[src/rtl/fpu_result_buffer.sv]
// ---------------------------------------------------------------------------
// fpu_result_buffer
//
// Writeback buffer sitting behind the FPU. Every result the FPU presents is
// captured into a small first-word-fall-through FIFO and replayed to the
// register-file writeback port through a valid/ready handshake. The buffer
// throttles the FPU through fpu_stall_o early enough that results already in
// flight inside the FPU pipeline (up to SKID of them) still fit. It also keeps
// a sticky, fcsr-style accumulation of the IEEE exception flags of every
// result handed to writeback.
//
// Ports
//   clk            clock, all state updates on the rising edge
//   rst            synchronous reset, active low
//   fpu_valid_i    FPU result valid
//   fpu_result_i   FPU result value                     [RS_W]
//   fpu_fflags_i   FPU exception flags (NV,DZ,OF,UF,NX)  [FF_W]
//   fpu_error_i    FPU error indication                 [ERR_W]
//   fpu_user_i     FPU user tag                         [USR_W]
//   fpu_stall_o    stall request to the FPU (registered)
//   wb_valid_o     head entry present
//   wb_ready_i     writeback port accepts the head entry
//   wb_result_o    head entry result                    [RS_W]
//   wb_fflags_o    head entry flags                     [FF_W]
//   wb_error_o     head entry error                     [ERR_W]
//   wb_user_o      head entry user tag                  [USR_W]
//   acc_fflags_o   sticky OR of flags of popped entries [FF_W]
//   clr_flags_i    clear the accumulated flags
//   overflow_o     sticky: a result arrived while full and was dropped
//   count_o        current occupancy                    [CNT_W]
// ---------------------------------------------------------------------------
module fpu_result_buffer #(
    parameter int RS_W  = 32,
    parameter int FF_W  = 5,
    parameter int ERR_W = 1,
    parameter int USR_W = 8,
    parameter int DEPTH = 4,
    parameter int SKID  = 2,
    parameter int CNT_W = $clog2(DEPTH + 1)
) (
    input  logic             clk,
    input  logic             rst,

    input  logic             fpu_valid_i,
    input  logic [RS_W-1:0]  fpu_result_i,
    input  logic [FF_W-1:0]  fpu_fflags_i,
    input  logic [ERR_W-1:0] fpu_error_i,
    input  logic [USR_W-1:0] fpu_user_i,
    output logic             fpu_stall_o,

    output logic             wb_valid_o,
    input  logic             wb_ready_i,
    output logic [RS_W-1:0]  wb_result_o,
    output logic [FF_W-1:0]  wb_fflags_o,
    output logic [ERR_W-1:0] wb_error_o,
    output logic [USR_W-1:0] wb_user_o,

    output logic [FF_W-1:0]  acc_fflags_o,
    input  logic             clr_flags_i,
    output logic             overflow_o,
    output logic [CNT_W-1:0] count_o
);

    // Pointers wrap naturally because DEPTH is a power of two.
    localparam int PTR_W = (DEPTH > 1) ? $clog2(DEPTH) : 1;

    localparam logic [CNT_W-1:0] FULL_CNT  = CNT_W'(DEPTH);
    // Stall as soon as only SKID free slots remain, so the results the FPU
    // still emits after seeing stall land in those reserved slots.
    localparam logic [CNT_W-1:0] STALL_CNT = CNT_W'(DEPTH - SKID);
    localparam logic [CNT_W-1:0] ONE_CNT   = CNT_W'(1);
    localparam logic [PTR_W-1:0] ONE_PTR   = PTR_W'(1);

    // ------------------------------------------------------------------
    // Storage: data only, never reset
    // ------------------------------------------------------------------
    logic [RS_W-1:0]  res_mem_q [DEPTH];
    logic [FF_W-1:0]  ff_mem_q  [DEPTH];
    logic [ERR_W-1:0] err_mem_q [DEPTH];
    logic [USR_W-1:0] usr_mem_q [DEPTH];

    // ------------------------------------------------------------------
    // Control state
    // ------------------------------------------------------------------
    logic [PTR_W-1:0] wp_q,    wp_d;
    logic [PTR_W-1:0] rp_q,    rp_d;
    logic [CNT_W-1:0] count_q, count_d;
    logic             stall_q, stall_d;
    logic [FF_W-1:0]  acc_q,   acc_d;
    logic             ovf_q,   ovf_d;

    logic             push;
    logic             pop;
    logic             not_empty;
    logic             not_full;

    // ------------------------------------------------------------------
    // Head of queue (first-word fall-through)
    // ------------------------------------------------------------------
    assign not_empty   = (count_q != '0);
    assign not_full    = (count_q != FULL_CNT);

    assign wb_valid_o  = not_empty;
    assign wb_result_o = res_mem_q[rp_q];
    assign wb_fflags_o = ff_mem_q[rp_q];
    assign wb_error_o  = err_mem_q[rp_q];
    assign wb_user_o   = usr_mem_q[rp_q];

    // ------------------------------------------------------------------
    // Next-state logic
    // ------------------------------------------------------------------
    always_comb begin
        pop  = not_empty && wb_ready_i;
        // A full buffer still accepts a result when the head leaves in the
        // same cycle; the freed slot is the one being written.
        push = fpu_valid_i && (not_full || pop);

        wp_d = push ? (wp_q + ONE_PTR) : wp_q;
        rp_d = pop  ? (rp_q + ONE_PTR) : rp_q;

        count_d = count_q;
        case ({push, pop})
            2'b10:   count_d = count_q + ONE_CNT;
            2'b01:   count_d = count_q - ONE_CNT;
            default: count_d = count_q;
        endcase

        // Based on the post-update occupancy so stall reacts in the cycle
        // right after the push that reaches the threshold.
        stall_d = (count_d >= STALL_CNT);

        // Clear wins over accumulation, but the flags of an entry popped in
        // the clearing cycle are not lost: they seed the new value.
        acc_d = acc_q;
        if (clr_flags_i && pop) begin
            acc_d = wb_fflags_o;
        end else if (clr_flags_i) begin
            acc_d = '0;
        end else if (pop) begin
            acc_d = acc_q | wb_fflags_o;
        end

        // A valid result that could not be pushed is a dropped result.
        ovf_d = ovf_q || (fpu_valid_i && !push);
    end

    // ------------------------------------------------------------------
    // Control registers
    // ------------------------------------------------------------------
    always_ff @(posedge clk) begin
        if (!rst) begin
            wp_q    <= '0;
            rp_q    <= '0;
            count_q <= '0;
            stall_q <= 1'b0;
            acc_q   <= '0;
            ovf_q   <= 1'b0;
        end else begin
            wp_q    <= wp_d;
            rp_q    <= rp_d;
            count_q <= count_d;
            stall_q <= stall_d;
            acc_q   <= acc_d;
            ovf_q   <= ovf_d;
        end
    end

    // ------------------------------------------------------------------
    // Entry write
    // ------------------------------------------------------------------
    // Gated by rst so a result arriving during reset is not half-captured;
    // the contents themselves are meaningless until count covers them.
    always_ff @(posedge clk) begin
        if (rst && push) begin
            res_mem_q[wp_q] <= fpu_result_i;
            ff_mem_q[wp_q]  <= fpu_fflags_i;
            err_mem_q[wp_q] <= fpu_error_i;
            usr_mem_q[wp_q] <= fpu_user_i;
        end
    end

    assign fpu_stall_o  = stall_q;
    assign acc_fflags_o = acc_q;
    assign overflow_o   = ovf_q;
    assign count_o      = count_q;

endmodule

[config.mk]
export PLATFORM = sky130hd
export DESIGN_NAME = fpu_result_buffer
export DESIGN_NICKNAME = d
export VERILOG_FILES = /design/src/rtl/fpu_result_buffer.sv
export SDC_FILE = /design/constraint.sdc
export NUM_CORES = 1
export LEC_CHECK = 0
export CORE_MARGIN = 1.5
export CORE_UTILIZATION = 35
export DETAILED_ROUTE_END_ITERATION = 10
export SLEW_MARGIN = 10
export SYNTH_ARGS = -nofsm -noshare
export SYNTH_HDL_FRONTEND = slang
export SYNTH_SLANG_ARGS = --single-unit
[constraint.sdc]
create_clock -name clk -period 3.61 [get_ports clk]
set_input_delay 0.722 -clock clk [delete_from_list [all_inputs] [get_ports clk]]
set_output_delay 0.722 -clock clk [all_outputs]
set_load 0.005 [all_outputs]
---- Word-level counts from Yosys, hierarchy flattened ----
Memory sizes are Yosys's and may differ from the RTL's. A register that Yosys moved wholly into a read port is not among the register bits.
Index checks and enable logic that the tools add are counted.
word-level totals
  register bits ........................... 14
  bits in writable memories ............... 184
  memories ................................ 4
  output and inout port bits .............. 57
memories
  memory     depth  width  read ports  clocked after memory_dff  wr ports  line  text
  res_mem_q  4      32     1           1                         1         77    logic [RS_W-1:0] res_mem_q [DEPTH];
  usr_mem_q  4      8      1           1                         1         80    logic [USR_W-1:0] usr_mem_q [DEPTH];
  ff_mem_q   4      5      1           1                         1         78    logic [FF_W-1:0] ff_mem_q [DEPTH];
  err_mem_q  4      1      1           1                         1         79    logic [ERR_W-1:0] err_mem_q [DEPTH];
operators by class
  reduce and logical (&&, ||, !) cells .... 10
  $add $sub $neg .......................... 4
  eq/ne operators ......................... 3
  bitwise gates (word level) .............. 1
  muxes and demuxes ....................... 14
  order comparisons ....................... 1
operators with widths
  kind                                                                    count
  2-bit 2-to-1 mux                                                        8
  5-bit 2-to-1 mux                                                        3
  3-bit one-hot mux with 2 select lines                                   1
  3-bit nonzero test                                                      2
  1-bit logical AND                                                       5
  5-bit OR                                                                1
  2-bit by 1-bit adder with 2-bit output (second input constant)          2
  3-bit by 1-bit adder with 3-bit output (second input constant)          1
  3-bit by 2-bit >= comparator with 1-bit output (second input constant)  1
  3-bit != test (second input constant)                                   1
  3-bit by 1-bit subtractor with 3-bit output (second input constant)     1
  2-bit by 1-bit equality test with 1-bit output (second input constant)  1
  2-bit equality test (second input constant)                             1
  1-bit logical OR                                                        2
  1-bit 2-to-1 mux                                                        2
  1-bit zero test                                                         1

---- Logic depth before layout (Yosys ltp) ----
Gate-level depths: netlist of the first run.
  depth in word-level cells ............... 7
  depth in mapped cells ................... 8

---- Worst setup path after synthesis of the first run ----
No wires, ideal clock.
  kind .................................... input to register
  from .................................... in wb_ready_i
  to ...................................... mem err_mem_q[0], enable pin
  arrival ................................. 3.049 ns
  stages .................................. 3
  data required time ...................... 3.160 ns
  buffers on the path ..................... 1
  path slack .............................. 0.111 ns
  path through ............................ buf_2 -> o311ai_1 -> nor2_1
between the ends
  cells in the longest elaborated chain, start to end .. 6
ends and longest elaborated chain
  what                                    line  text
  start, declared                         52    input logic wb_ready_i,
  1-bit logical AND                       113   pop = not_empty && wb_ready_i;
  1-bit logical OR                        116   push = fpu_valid_i && (not_full || pop);
  1-bit logical AND                       116
  1-bit logical AND                       174   if (rst && push) begin
  1-bit 2-to-1 mux                        174
  1-bit 2-to-1 mux (not written as such)  177   err_mem_q[wp_q] <= fpu_error_i;
  end, declared                           79
No other way between the ends.

==> results of run 1 <==
==> where the power goes <==
group	internal, mW	switching (mW)	total (mW)	leakage, nW
Clock	1.02	0.802	1.82	0.272
Combinational	0.403	0.255	0.658	0.942
Sequential	2.62	0.0523	2.67	1.80
Total	4.04	1.11	5.15	3.02
==> sequential cells by signal, summed over array words and instances, names as in the netlist, named ones only <==
| name | count |
|---|---|
| res_mem_q | 128 |
| usr_mem_q | 32 |
| ff_mem_q | 20 |
| acc_fflags_o | 5 |
| err_mem_q | 4 |
| count_o | 3 |
| rp_q | 2 |
| wp_q | 2 |
| fpu_stall_o | 1 |
| overflow_o | 1 |
==> metal layers <==
metal / wire (um) / share of wire / global-route usage / up-vias
met5: 11 / 0.00077 / 0 / -
met4: 141 / 0.0099 / 0.0371 / 2
met3: 682 / 0.048 / 0.0419 / 13
met2: 7110 / 0.50 / 0.226 / 80
met1: 6300 / 0.44 / 0.179 / 1816
li1: - / - / - / 1619
==> critical path: stages, from the launching register on <==
cell             delay [ps]
dfxtp_4                 600
buf_4                   340
mux4_2                  570
clkdlybuf4s50_1         500
==> cell usage after synthesis, types with 2 or more instances <==
cell	number
o21a_1	2
xnor2_1	2
mux4_2	46
ha_1	4
nor2b_1	12
xor2_1	3
inv_1	10
nand2_1	2
o21ai_0	2
edfxtp_1	184
and2_1	6
clkbuf_1	5
nand3_1	2
nor2_1	7
a21oi_1	5
dfxtp_1	16
buf_2	7
==> cell type report <==
| cell class | instances | area share |
|---|---|---|
| multi-input cells | 110 | 0.160 |
| flip-flops and latches | 200 | 0.614 |
| clock inverters | 12 | 0.0131 |
| inverters | 10 | 0.00394 |
| repair buffers | 123 | 0.128 |
| clock buffers | 20 | 0.0458 |
| well taps | 275 | 0.0361 |
==> cells by family (layout without fill, tap and decap cells) <==
group | after synthesis | count (layout) | synth area share
flops | 200 | 200 | 0.786
fa+ha+maj | 5 | 5 | 0.00942
buf+inv | 23 | 165 | 0.0133
compound gates | 17 | 17 | 0.0177
mux | 47 | 47 | 0.141
simple gates | 36 | 36 | 0.0274
xor+xnor | 5 | 5 | 0.00589
==> worst max path at each step <==
stage,depth (start not counted),to,slack (ps)
after detailed placement,8,fpu_stall_o,710
after floorplan,3,err_mem_q[0],110
after CTS,3,wb_fflags_o[3],370
after global routing,3,wb_fflags_o[3],310
final,3,wb_fflags_o[3],460
after global placement,8,fpu_stall_o,720
==> results.md, run 1 <==
- Hold path depth: 2
- Gr usage total: 0.138
- DP HPWL: 8.97 mm
- Vias post-DR: 3530
- Initial antenna violation count: 1
- Critical R2R Launch: count_o[0]
- Final clock skew: 8.74 ps
- Syn avg cell area: 22.3 sq um
- Commonest non-fill, non-tap cell in the layout: edfxtp_1
- Fin. max-slew vios: 0
- DP Worst Slack: 712 ps
- Core ar.: 21000 sq um
- Max Fanout on Critical Path: 18
- Final nets: 518
- CTS tree: done
- DRT antenna net count: 0
- Synth top area cells: edfxtp_1, mux4_2, dfxtp_1, nor2b_1, ha_1
- Data required, critical path: 2890 ps
- Inst Count DP: 718
- Hold EP: overflow_o
- Async S/R FF share, synth: 0
- Drt via density: 4.71
- Critical Path End Type: primary output
- Worst hold slack: 501 ps
- Library cells used by synthesis: 35
- # H-tree levels: 4
- Total of max-cap violations: 0
- Worst-Margin Slew: 474 ps
- RSZ-0062 raised after global routing: false
- Aggregate global routing overflow: 0
- Placed Area: 8970 sq um
- Die Span Y: 149 um
- Ys flop type: edfxtp_1
- Fin crit share: 0.871
- Syn nets: 389
- Post-CTS Resized: 0
- Setup Crit Path Kind: reg2out
- Worst-case clock buffer depth: 2
- Post-synthesis register bit count: 200
- Fill cell count: 1844
- Post-CTS Hold Fix Bufs: 0
- Top-area cell type share of the netlist area: 0.743
- Final WS setup: 464 ps
- Worst-skew pair later-pin latency: 420 ps
- Overall power: 5.15 mW
- # diodes: 0
- Util after Layout: 0.455
- Num CTS Buffers: 17
- Power per cell area: 540 nW/um^2
- GPL Wtd Cong: 0.764
- Post-Syn Area: 7440 sq um
- Final hold vios: 0
- Seq/Total Area, Yosys: 0.786
- F_max: 0.318 GHz
- Most frequent cells in the layout: edfxtp_1, clkdlybuf4s50_1, mux4_2
- Cell Rows: 53
- Design area: 9540 sq um
- TritonCTS Sinks: 200
- Drt drc: 0
- Port buffer count: 107
- Layout cell share with drive strength beyond 1: 0.208
- Min-delay src: overflow_o
- Min-delay worst type: reg2reg
- Root buffer cell: clkbuf_16
- Post-CTS setup repair buffer count: 0
- Status: finished, final reports clean
- Area grow syn2layout: 28.2%
- Full die area: 22100 sq um
- Largest net degree at the start of global routing: 29
- Worst r2r path cells: 7
- Register Area: 5850 sq um
- Slew margin rel.: 0.683
- Ports: 108
- Final wirelength: 14.2 mm
- DRC violation total after the first TritonRoute iteration: 208
- Vias in the first global route: 3851
- Max VDD drop: 0.328 mV
- Non-filler instance count after layout: 750
- Endpoints failing setup: 0
- Post-synth EDFFs: 184
- Setup TNS Final: 0 ps
- Initial core utilization: 0.355
- Warnings, synthesis: 0
- RR Endpoint: fpu_stall_o
- Startpoint Class: flop
- Cell count after synthesis: 333
- Die width: 149 um
- Reg clk slew, reported paths: 70 ps
- Initial DRT Pass Iterations: 4
- Final Critical Period: 3150 ps
- Flop2flop setup slack: 1410 ps
- Drt wl/cell: 19.0 um
- Synth area leader: edfxtp_1
- Crit path DAT: 2420 ps
- Leak: 3.02 nW
- Multi-input combinational cell area: 1530 sq um
- First-pass GRT wire length: 22.2 mm
Power figures use the tool's default switching activity.
==> inputs of run 2 (changes only) <==
Settings changed: ABC_AREA set to 1, CORE_UTILIZATION 35 to 40, SLEW_MARGIN 10 to 20.
==> run 2 against run 1 <==
Compared with the run above: register-to-register slack better by 130 ps; critical path depth increased by 1; sequential power grew 1%; die area is 11% lower; synthesized area grew 1.2%; clock-buffer cell count unchanged; critical path type unchanged; critical endpoint is now wb_user_o[2].
==> results.md, run 2 <==
- Commonest non-fill, non-tap cell in the layout: edfxtp_1
- Vias in the first global route: 4665 (+21%)
- Min-delay worst type: reg2reg
- Util after Layout: 0.520 (+0.0649)
- Final nets: 706 (+36%)
- Fin crit share: 0.913 (+0.0415)
- Non-filler instance count after layout: 891 (+19%)
- Post-CTS Hold Fix Bufs: 0 (unchanged)
- Drt via density: 5.21 (+11%)
- GPL Wtd Cong: 0.782 (+2.3%)
- Drt wl/cell: 18.0 um (-5.1%)
- Gr usage total: 0.169 (+0.0310)
- Worst-case clock buffer depth: 2 (unchanged)
- Inst Count DP: 860 (+20%)
- Async S/R FF share, synth: 0 (unchanged)
- Reg clk slew, reported paths: 60 ps (about the same)
- Area grow syn2layout: 25.8%
- Max FFs per register: 128 (unchanged)
- Met1 Use GR: 0.219 (+0.0400)
- Final WS setup: 314 ps (-150 ps)
- Seq/Total Area, Yosys: 0.777 (-0.00914)
- Critical Path Slowest Stage Cell: buf_4
- Worst hold slack: 475 ps (-25.6 ps)
- Full die area: 19700 sq um (-11%)
- CTS tree: done
- Final clock skew: 8.42 ps (-0.320 ps)
- Crit path DAT: 2570 ps (+150 ps)
- Layout cell share with drive strength beyond 1: 0.0816 (-0.127)
- # H-tree levels: 4 (unchanged)
- DRT antenna net count: 0 (unchanged)
- Post-synth EDFFs: 184 (unchanged)
- Status: finished, final reports clean
- Vias post-DR: 4644 (+32%)
- Worst path max stage delay: 710 ps (+110 ps)
- Post-CTS Resized: 0 (unchanged)
- Placed Area: 8900 sq um (-0.84%)
- DP Worst Slack: 692 ps (-20.5 ps)
- Top-area cell type share of the netlist area: 0.734 (-0.00864)
- Root buffer cell: clkbuf_16
- Most common cell in the netlist: edfxtp_1
- Ports: 108 (unchanged)
- Library cells used by synthesis: 24 (-31%)
- Syn avg cell area: 13.9 sq um (-38%)
- Worst-skew pair later-pin latency: 420 ps (about the same)
- Cell Rows: 49 (-7.5%)
- Syn nets: 598 (+54%)
- # diodes: 0 (unchanged)
- First-pass GRT wire length: 24.9 mm (+12%)
- Max Fanout on Critical Path: 92 (+74)
- Post-CTS setup repair buffer count: 0 (unchanged)
- Worst-Margin Slew: 915 ps (+440 ps)
- Critical Path, Cell by Cell: buf_4, o21ai_0, o22ai_1, clkdlybuf4s50_1
- Leak: 3.16 nW (+4.8%)
- Final hold vios: 0 (unchanged)
- Drt drc: 0 (unchanged)
- Most frequent cells in the layout: edfxtp_1, clkdlybuf4s50_1, nor2_1
- Met3 usage in global routing: 0.0434 (+0.00152)
- Top Usage Layer GRT: met2
- DP HPWL: 9.81 mm (+9.4%)
- Final Critical Period: 3300 ps (+150 ps)
- Aggregate global routing overflow: 0 (unchanged)
- Setup TNS Final: 0 ps (unchanged)
- Startpoint Class: flop
- GR Util met2: 0.279 (+0.0530)
- Critical Path End Type: primary output
- Synth area leader: edfxtp_1
- Max VDD drop: 0.402 mV (+23%)
- Initial DRT Pass Iterations: 5 (+1)
- Post-Syn Area: 7530 sq um (+1.2%)
- TritonCTS Sinks: 200 (unchanged)
- Ys flop type: edfxtp_1
- Setup Crit Path Kind: reg2out
- Core ar.: 18200 sq um (-13%)
- Power per cell area: 614 nW/um^2 (+14%)
- DRC violation total after the first TritonRoute iteration: 402 (+93%)
- Die Span Y: 140 um (-5.8%)
- Port buffer count: 107 (unchanged)
- Synth top area cells: edfxtp_1, o21ai_0, nor2_1, dfxtp_1, o22ai_1
- Die width: 140 um (-5.8%)
- Cell count after synthesis: 542 (+63%)
- Slew margin rel.: 0.390 (-0.293)
- Initial core utilization: 0.413 (+0.0584)
- Final wirelength: 16.0 mm (+13%)
- RSZ-0062 raised after global routing: false
- F_max: 0.303 GHz (-4.5%)
- Synth top cells by count: edfxtp_1, nor2_1, o21ai_0, o22ai_1, nand2_1
- Fin. max-slew vios: 0 (unchanged)
- Endpoints failing setup: 0 (unchanged)
- Overall power: 5.81 mW (+13%)
- Post-synthesis register bit count: 200 (unchanged)
- Largest net degree at the start of global routing: 93 (+220%)
- Initial antenna violation count: 0 (-1)
- Top Registers: res_mem_q (128), usr_mem_q (32), ff_mem_q (20)
- Total of max-cap violations: 0 (unchanged)
- Data required, critical path: 2890 ps (about the same)
- Warnings, synthesis: 0 (unchanged)
- Num CTS Buffers: 17 (unchanged)
- Design area: 9470 sq um (-0.72%)
- Register with the most flip-flops: res_mem_q
## run 2: cell count changes in the layout (fill, tap and decap cells not counted), sizes merged, moves of 3 or more
cell,previous run,this run
o21ai,2,97
nor2,7,99
mux4,46,0
o22ai,0,46
nand2,2,26
nor2b,12,0
a21oi,5,12
and2,6,0
inv,12,17
nand3,2,6
buf,16,13
## run 2: area by class of cell
type / count / area, sq um
Fill cell: 1524 / 8740
Sequential cell: 200 / 5850
Multi-Input combinational cell: 293 / 1490
Timing Repair Buffer: 120 / 1210
Clock buffer: 20 / 437
Tap cell: 229 / 287
Clock inverter: 11 / 131
Inverter: 18 / 67.6
## run 2: critical path: cells and delay by family, from the launching register on
kind	cells	cell delay [ps]
DFF	1	340
AOI/OAI and AO/OA	2	510
buffers and inverters	2	1280
## run 2: worst paths after layout
check | startpoint | to | slack, ps | cells past startpoint
setup reg to reg | count_o[0] | res_mem_q[1][10] | 1540 | 5
hold / removal | rp_q[1] | flop | 480 | 2
setup / recovery | flop | wb_user_o[2] | 310 | 4
hold reg to reg | rp_q[1] | flop | 480 | 2
## run 2: cell families (layout without fill, tap and decap cells)
group	count (synthesis)	after routing	synth area share
DFF	200	200	0.777
AOI/OAI and AO/OA	156	156	0.116
and+or+nand+nor	131	131	0.0677
buffers and inverters	49	169	0.0298
adders and majority gates	5	5	0.00931
xor gates and xnor gates	1	1	0.00116
## run 2: where the power goes
part,total (mW),switching [mW],internal [mW]
Sequential,2.71,0.0515,2.66
Combinational,1.28,0.671,0.606
Clock,1.83,0.753,1.07
## run 2: routing by layer
metal | routed length (um) | part of all wire
met1 | 7130 | 0.44
met2 | 7800 | 0.49
met3 | 944 | 0.059
met4 | 171 | 0.011
met5 | 0 | 0
